==> config.mk <==
export PLATFORM = sky130hd
export DESIGN_NAME = pipe_stage
export DESIGN_NICKNAME = d
export VERILOG_FILES = /design/src/rtl/cpu_types_pkg.sv /design/src/rtl/pipe_stage_stats.sv /design/src/rtl/pipe_stage.sv
export SDC_FILE = /design/constraint.sdc
export NUM_CORES = 1
export LEC_CHECK = 0
export CORE_UTILIZATION = 60
export CTS_CLUSTER_SIZE = 25
export DETAILED_ROUTE_END_ITERATION = 10
export DONT_BUFFER_PORTS = 1
export PLACE_DENSITY = 0.75
export SETUP_SLACK_MARGIN = 0.1
export SYNTH_ARGS = -nofsm -noshare
export SYNTH_HDL_FRONTEND = slang
export SYNTH_HIERARCHICAL = 1
export SYNTH_SLANG_ARGS = --single-unit
export TNS_END_PERCENT = 1
==> constraint.sdc <==
create_clock -name CLK -period 2.2 [get_ports CLK]
set_input_delay 0.22 -clock CLK [delete_from_list [all_inputs] [get_ports CLK]]
set_output_delay 0.22 -clock CLK [all_outputs]
set_load 0.02 [all_outputs]
==> src/rtl/cpu_types_pkg.sv <==
// Shared types for the pipeline stage: state encoding and an occupancy helper.
package cpu_types_pkg;

    typedef enum logic [1:0] {
        EMPTY = 2'd0,
        ONE   = 2'd1,
        FULL  = 2'd2
    } pipe_state_t;

    localparam int unsigned OCC_W = 2;

    // Number of entries held in a given state.
    function automatic logic [OCC_W-1:0] state_occupancy(input pipe_state_t st);
        logic [OCC_W-1:0] occ;
        case (st)
            EMPTY:   occ = 2'd0;
            ONE:     occ = 2'd1;
            FULL:    occ = 2'd2;
            default: occ = 2'd0;
        endcase
        return occ;
    endfunction

endpackage

==> src/rtl/pipe_stage_stats.sv <==
// Statistics counters for pipe_stage: stall cycles and flushes that discarded
// data. Both counters saturate at all-ones.
module pipe_stage_stats
    import cpu_types_pkg::*;
(
    input  logic             clk,
    input  logic             rst,
    input  logic             flush,
    input  logic             out_valid,
    input  logic             out_ready,
    input  logic [OCC_W-1:0] occupancy,
    output logic [31:0]      stall_cnt,
    output logic [31:0]      flush_cnt
);

    logic [31:0] stall_cnt_r;
    logic [31:0] flush_cnt_r;
    logic        stall_evt_s;
    logic        flush_evt_s;

    assign stall_evt_s = out_valid & ~out_ready;
    assign flush_evt_s = flush & (occupancy != 2'd0);

    // Saturating event counters, cleared by reset.
    always_ff @(posedge clk) begin
        if (rst) begin
            stall_cnt_r <= 32'd0;
            flush_cnt_r <= 32'd0;
        end else begin
            if (stall_evt_s && (stall_cnt_r != 32'hFFFF_FFFF)) begin
                stall_cnt_r <= stall_cnt_r + 32'd1;
            end
            if (flush_evt_s && (flush_cnt_r != 32'hFFFF_FFFF)) begin
                flush_cnt_r <= flush_cnt_r + 32'd1;
            end
        end
    end

    assign stall_cnt = stall_cnt_r;
    assign flush_cnt = flush_cnt_r;

endmodule

==> src/rtl/pipe_stage.sv <==
// Two-entry (main + skid) valid/ready pipeline stage with registered in_ready.
// Optional statistics counters are built when PIPE_STAGE_STATS_EN is defined;
// otherwise stall_cnt/flush_cnt are tied to zero.
module pipe_stage
    import cpu_types_pkg::*;
#(
    parameter int unsigned          WIDTH     = 32,
    parameter logic [WIDTH-1:0]     NOP_VALUE = '0
)(
    input  logic             CLK,
    input  logic             RST,
    input  logic             flush,
    input  logic             in_valid,
    output logic             in_ready,
    input  logic [WIDTH-1:0] in_data,
    output logic             out_valid,
    input  logic             out_ready,
    output logic [WIDTH-1:0] out_data,
    output logic [1:0]       occupancy,
    output logic [31:0]      stall_cnt,
    output logic [31:0]      flush_cnt
);

    pipe_state_t      state_r;
    pipe_state_t      state_s;
    logic [WIDTH-1:0] main_r;
    logic [WIDTH-1:0] main_s;
    logic [WIDTH-1:0] skid_r;
    logic [WIDTH-1:0] skid_s;
    logic             in_ready_r;
    logic             out_valid_r;
    logic [1:0]       occupancy_r;
    logic             accept_s;
    logic             consume_s;

    assign accept_s  = in_valid & in_ready_r;
    assign consume_s = out_valid_r & out_ready;

    // Next-state and entry updates; flush wins over every handshake and an
    // emptied main entry is parked at NOP_VALUE so out_data shows a bubble.
    always_comb begin
        state_s = state_r;
        main_s  = main_r;
        skid_s  = skid_r;
        if (flush) begin
            state_s = EMPTY;
            main_s  = NOP_VALUE;
            skid_s  = NOP_VALUE;
        end else begin
            case (state_r)
                EMPTY: begin
                    if (accept_s) begin
                        state_s = ONE;
                        main_s  = in_data;
                    end else begin
                        state_s = EMPTY;
                    end
                end
                ONE: begin
                    if (accept_s && consume_s) begin
                        state_s = ONE;
                        main_s  = in_data;
                    end else if (accept_s) begin
                        state_s = FULL;
                        skid_s  = in_data;
                    end else if (consume_s) begin
                        state_s = EMPTY;
                        main_s  = NOP_VALUE;
                    end else begin
                        state_s = ONE;
                    end
                end
                FULL: begin
                    if (consume_s) begin
                        state_s = ONE;
                        main_s  = skid_r;
                        skid_s  = NOP_VALUE;
                    end else begin
                        state_s = FULL;
                    end
                end
                default: begin
                    state_s = EMPTY;
                    main_s  = NOP_VALUE;
                    skid_s  = NOP_VALUE;
                end
            endcase
        end
    end

    // State, payload and flag registers; flags are precomputed from the next
    // state so in_ready has no combinational path from out_ready/in_valid.
    always_ff @(posedge CLK) begin
        if (RST) begin
            state_r     <= EMPTY;
            main_r      <= NOP_VALUE;
            skid_r      <= NOP_VALUE;
            in_ready_r  <= 1'b1;
            out_valid_r <= 1'b0;
            occupancy_r <= 2'd0;
        end else begin
            state_r     <= state_s;
            main_r      <= main_s;
            skid_r      <= skid_s;
            in_ready_r  <= (state_s != FULL);
            out_valid_r <= (state_s != EMPTY);
            occupancy_r <= state_occupancy(state_s);
        end
    end

    assign in_ready  = in_ready_r;
    assign out_valid = out_valid_r;
    assign out_data  = main_r;
    assign occupancy = occupancy_r;

`ifdef PIPE_STAGE_STATS_EN
    pipe_stage_stats u_stats (
        .clk       (CLK),
        .rst       (RST),
        .flush     (flush),
        .out_valid (out_valid_r),
        .out_ready (out_ready),
        .occupancy (occupancy_r),
        .stall_cnt (stall_cnt),
        .flush_cnt (flush_cnt)
    );
`else
    assign stall_cnt = 32'd0;
    assign flush_cnt = 32'd0;
`endif

endmodule

## After elaboration in Yosys (flattened, before gate mapping)

Index checks and enable logic that the tools add are counted.

- Bitwise operators: 3
- Equality and inequality tests: 11
- Muxes and demuxes: 16
- Reductions and logical operators: 6

Operator list:

| cell | number |
|---|---|
| $mux W32 | 6 |
| $pmux W32 S3 | 2 |
| $ne A2 B2 Y1 const B | 5 |
| $mux W2 | 4 |
| $reduce_and A4 Y1 | 2 |
| $ne A3 B3 Y1 const B | 2 |
| $pmux W2 S3 | 1 |
| $eq A2 B1 Y1 const B | 2 |
| $eq A2 B2 Y1 const B | 2 |
| $pmux W2 S2 | 1 |
| $and A1 B1 Y1 | 2 |
| $logic_not A2 Y1 | 1 |
| $mux W1 | 2 |
| $reduce_bool A2 Y1 | 1 |
| $reduce_or A2 Y1 | 1 |
| $logic_and A1 B1 Y1 | 1 |
| $not A1 Y1 | 1 |

- Output and inout port bits: 100
- Word-level logic and storage cells: 42
- Bits in registers: 70
- Input port bits: 37

## Longest topological paths before layout

- Depth after elaboration: 8
- Mapped depth: 7
- Mapped depth without buffers: 4

## Worst setup path after synthesis

No wires, ideal clock.

- Kind: register -> register
- Start point: register in_ready_r (netlist: in_ready)
- End point: register skid_r[0]
- Stages on the path, launching flop included: 7
- Buffers on the path: 2
- Arrival: 1.343 ns
- Path slack: 0.740 ns
- Required time: 2.083 ns
- Clock period less this slack: 1.460 ns
- Setup time: 0.117 ns
- Path through: dfxtp_1 > and2_1 > buf_2 > a21o_1 > a21boi_4 > buf_6 > a22o_1

- Word-level cells in the longest chain between the ends: 4

Ends and longest elaborated chain:

| item | RTL line | source |
|---|---|---|
| start, declared | pipe_stage.sv:30 | `logic in_ready_r;` |
| start signal, assigned | pipe_stage.sv:105 | `in_ready_r <= (state_s != FULL);` |
| $and A1 B1 Y1 * | pipe_stage.sv:36 | `assign accept_s = in_valid & in_ready_r;` |
| $logic_and A1 B1 Y1 | pipe_stage.sv:60 | `if (accept_s && consume_s) begin` |
| $ne A2 B2 Y1 (no line) | n/a |  |
| $reduce_and A4 Y1 (no line) * | n/a |  |
| end signal, assigned | pipe_stage.sv:104 | `skid_r <= skid_s;` |
| end, declared | pipe_stage.sv:28 | `logic [WIDTH-1:0] skid_r;` |

Every way passes the cells marked *; elsewhere a longest branch is shown, timed or not.
A chain may end at the register's enable or synchronous reset.

## Worst setup path after layout

- Start point: register in_ready_r (netlist: in_ready)
- End point: register skid_r[18]

Same word-level chain as after synthesis.

==> results <==
- The share of flip-flops with an asynchronous set or reset after synthesis is 0%.
- Setup repair after global routing left no endpoint under its margin.
- The actual slew at the worst max-slew pin is ~0.88 ns.
- At the worst endpoint, the arrival time is 2.20 ns.
- The leftover overflow at the end of global routing is 0.
- The TritonCTS clock tree is done.
- In the post-synthesis netlist, the cell with the most instances is dfxtp_1.
- In this run the vertical extent of the chip is 74.59 um.
- The proportion of synthesized chip area in sequential cells is 44.32%.
- The number of nets with antenna violations after routing is 0.
- After the first detailed-routing iteration, the DRC count stood at 120.
- The core region is 0.005075 mm^2.
- The worst min-delay path startpoint is in_data[27].
- The final hold violation count is 0.
- Using the TritonRoute via totals, the vias-per-cell ratio works out to 5.363.
- Summing over every cut layer, the via total after detailed routing is 2,376.
- Tracing the worst setup path back leads to its startpoint at in_ready.
- The effective utilization at floorplan is 62.30%.
- The number of distinct library cells after synthesis is 29.
- In this run the biggest area consumer among cell types represents 44.32% of the synthesized area.
- The setup path with the least slack is of type flop to flop.
- Yosys attributes the largest share of cell area to dfxtp_1 44%, buf_4 16%, a22o_1 8.9%.
- The count of H-tree levels built during CTS is 3.
- Buffers inserted during clock tree synthesis total 9.
- STA classifies the critical path startpoint as a flop.
- The peak ir drop on the vdd network is 612.7 uV.
- The placed cell area is between 0.002 and 0.003 mm^2.
- The instance count after placement with tap cells included is 397.
- The setup check on the worst reg-to-reg path leaves a slack of 0.29 ns.
- The mean area per synthesized cell is 9.138 um^2.
- The final non-filler cell area is 0.003458 mm^2.
- The post-place setup slack is 0.2919 ns.
- The worst hold path belongs to the class input pin to flop.
- Routability-driven placement finished with a final weighted congestion of about 0.9.
- The die width is 74.59 um.
- The count of state elements after synthesis is 70.
- The layout cell share with drive strength beyond 1 is 8.311%.
- Of all nets on the critical path, the largest fanout is 32.
- In this run the power density over the cells is 836.1 mW/mm^2.
- The all-layer global routing usage is 23.34%.
- The Yosys warning count is 6.
- After layout, the design draws a total of 2.892 mW.
- The number of input and output port buffers inserted is 0.
- For this run, the leading register cell type out of synthesis is dfxtp_1.
- The analysis attributes to cell leakage a power of about 1.5 nW.
- After detailed routing, the total wire length is 6.414 mm.
- Setup violations remaining at the end of the flow were counted as 0.
- The final-layout setup total negative slack is 0 ns.
- The final critical path time including I/O delays and setup is 1.914 ns.
- The via count of the first global-routing pass is approximately 2,000.
- The library cell used as clock root buffer is clkbuf_8.
- Relative to the synthesized area, the layout overhead comes to 9.379%.
- The initial antenna violation count came to 0.
- The clock latency on the worst-skew pair is 0.35 ns.
- The largest net degree at the start of global routing is about 60.
- The net count of the finished layout is 405.
- Row generation in the floorplan step produced 26 rows.
- Ranked by instance count, the synthesized netlist is headed by 70 x dfxtp_1, 68 x buf_4, 59 x nand2_1.
- Counting every instance in the synthesized netlist gives 346.
- The netlist area before placement is 0.003162 mm^2.
- The total die area is about 0.0056 mm^2.
- The final routed wire length divided by cell count is 14.48 um.
- The number of pins exceeding their max-slew limit in the final report is 0.
- The part of the cycle the worst path needs is 87.01%.
- The worst setup skew after layout is roughly 0.011 ns.
- After detailed routing, the number of remaining DRC violations is 0.
- After clock tree synthesis, the clock-pin slew on the worst setup and hold paths is 0.08 ns.
- STA classifies the critical path endpoint as a flop.
- The number of placed I/O pins is 137.
- The synthesized design contains 0 enable-type register cells.
- The first-pass GRT wire length is 9.563 mm.
- The largest area contributor in the synthesized netlist is dfxtp_1.
- 0 antenna diodes ended up in the layout.
- Max-cap violations in this run came to 0.
- The worst register-to-register path begins at in_ready.
- The remaining max-slew budget at the tightest pin is 41.06%.
- The required time of the critical path is roughly 2.5 ns.
- After the flow finishes, the layout carries non-filler instances totaling 443.
- The first detailed-routing pass took 5 iterations.
- Counting along the longest clock path gives a buffer depth of 2.
- The run finished with clean final reports.
- The clock drives 70 sinks.
- The detailed placer's ending HPWL is 3.779 mm.
- Once routing completed, OpenROAD measured the worst setup slack at 0.2858 ns.
- Buffers added to address setup during post-CTS repair amount to 0.
- The maximum operating frequency is 522.4 MHz.
## worst max-delay path, stage by stage (launching register included)
cell      delay (ns)
dfxtp_1         0.39
and2_1          0.24
a21o_1          0.24
a21boi_4        0.72
a22o_1          0.26
## layer usage
metal	track usage (%)	share of wire, %	vias up
met5	0	0	-
met4	11.11	1.4	0
met3	7.995	9.7	12
met2	36.44	47	130
met1	28.91	42	1103
li1	-	-	1131
## per-stage QoR
step | hold slack, ns | util (%)
floorplan | 0.3455 | -
global placement | 0.3459 | 57.69
detailed placement | 0.3505 | 57.69
CTS | 0.0006591 | 67.75
global route | 0.004637 | 68.15
finish | 0.01399 | 68.15
## sequential cells by signal (all words and copies together), names as in the netlist
register,flops
in_ready,1
occupancy,2
out_data,32
out_valid,1
skid_r,32
state_r,2
## cell type report
cell class	instances	area, um^2
fill	409	1617
sequential	70	1401
multi-input combinational	250	1361
timing repair buffer	37	377.9
clock buffer	9	123.9
clock inverter	7	106.4
tap	70	87.58
## cells by family (layout without fill, tap and decap cells)
kind of cell    Yosys count  after routing  synth area share (%)
compound gates          114            114                 26.04
flops                    70             70                 44.32
other cells               1             64                0.1186
xor+xnor                  1              1                0.2771
simple gates             71             71                 8.984
buf+inv                  89             53                 20.26
## path summary, 6_finish.rpt
check	end	cells past startpoint
max	skid_r[18]	4
min	skid_r[27]	1
max reg2reg	skid_r[18]	4
min reg2reg	out_data[12]	2
## power by group
group / switching [mW] / internal, mW
Clock: 0.527 / 0.656
Sequential: 0.0742 / 1.31
Combinational: 0.226 / 0.100
## cells in the final DEF, fill, tap and decap left out, types with 2 or more instances in the layout
cell           instances
buf_12                 2
o21ai_1               12
nand2_1               59
o21ai_0               20
o211ai_1               4
o211a_1                4
a221oi_1               2
a21boi_4               2
nor2_1                 4
clkbuf_8               9
buf_4                  5
a31oi_1               28
a21oi_1                6
dfxtp_1               70
clkinv_4               3
conb_1                64
dlygate4sd3_1         30
a22o_1                32
bufinv_16              2
## what timing repair did
action,4_1_cts,5_1_grt
endpoints found under the setup margin,0,0
hold endpoints to repair,28,2
hold buffers,28,2
gates resized for setup,0,0
Note: power is estimated with default switching activity, not from simulation.
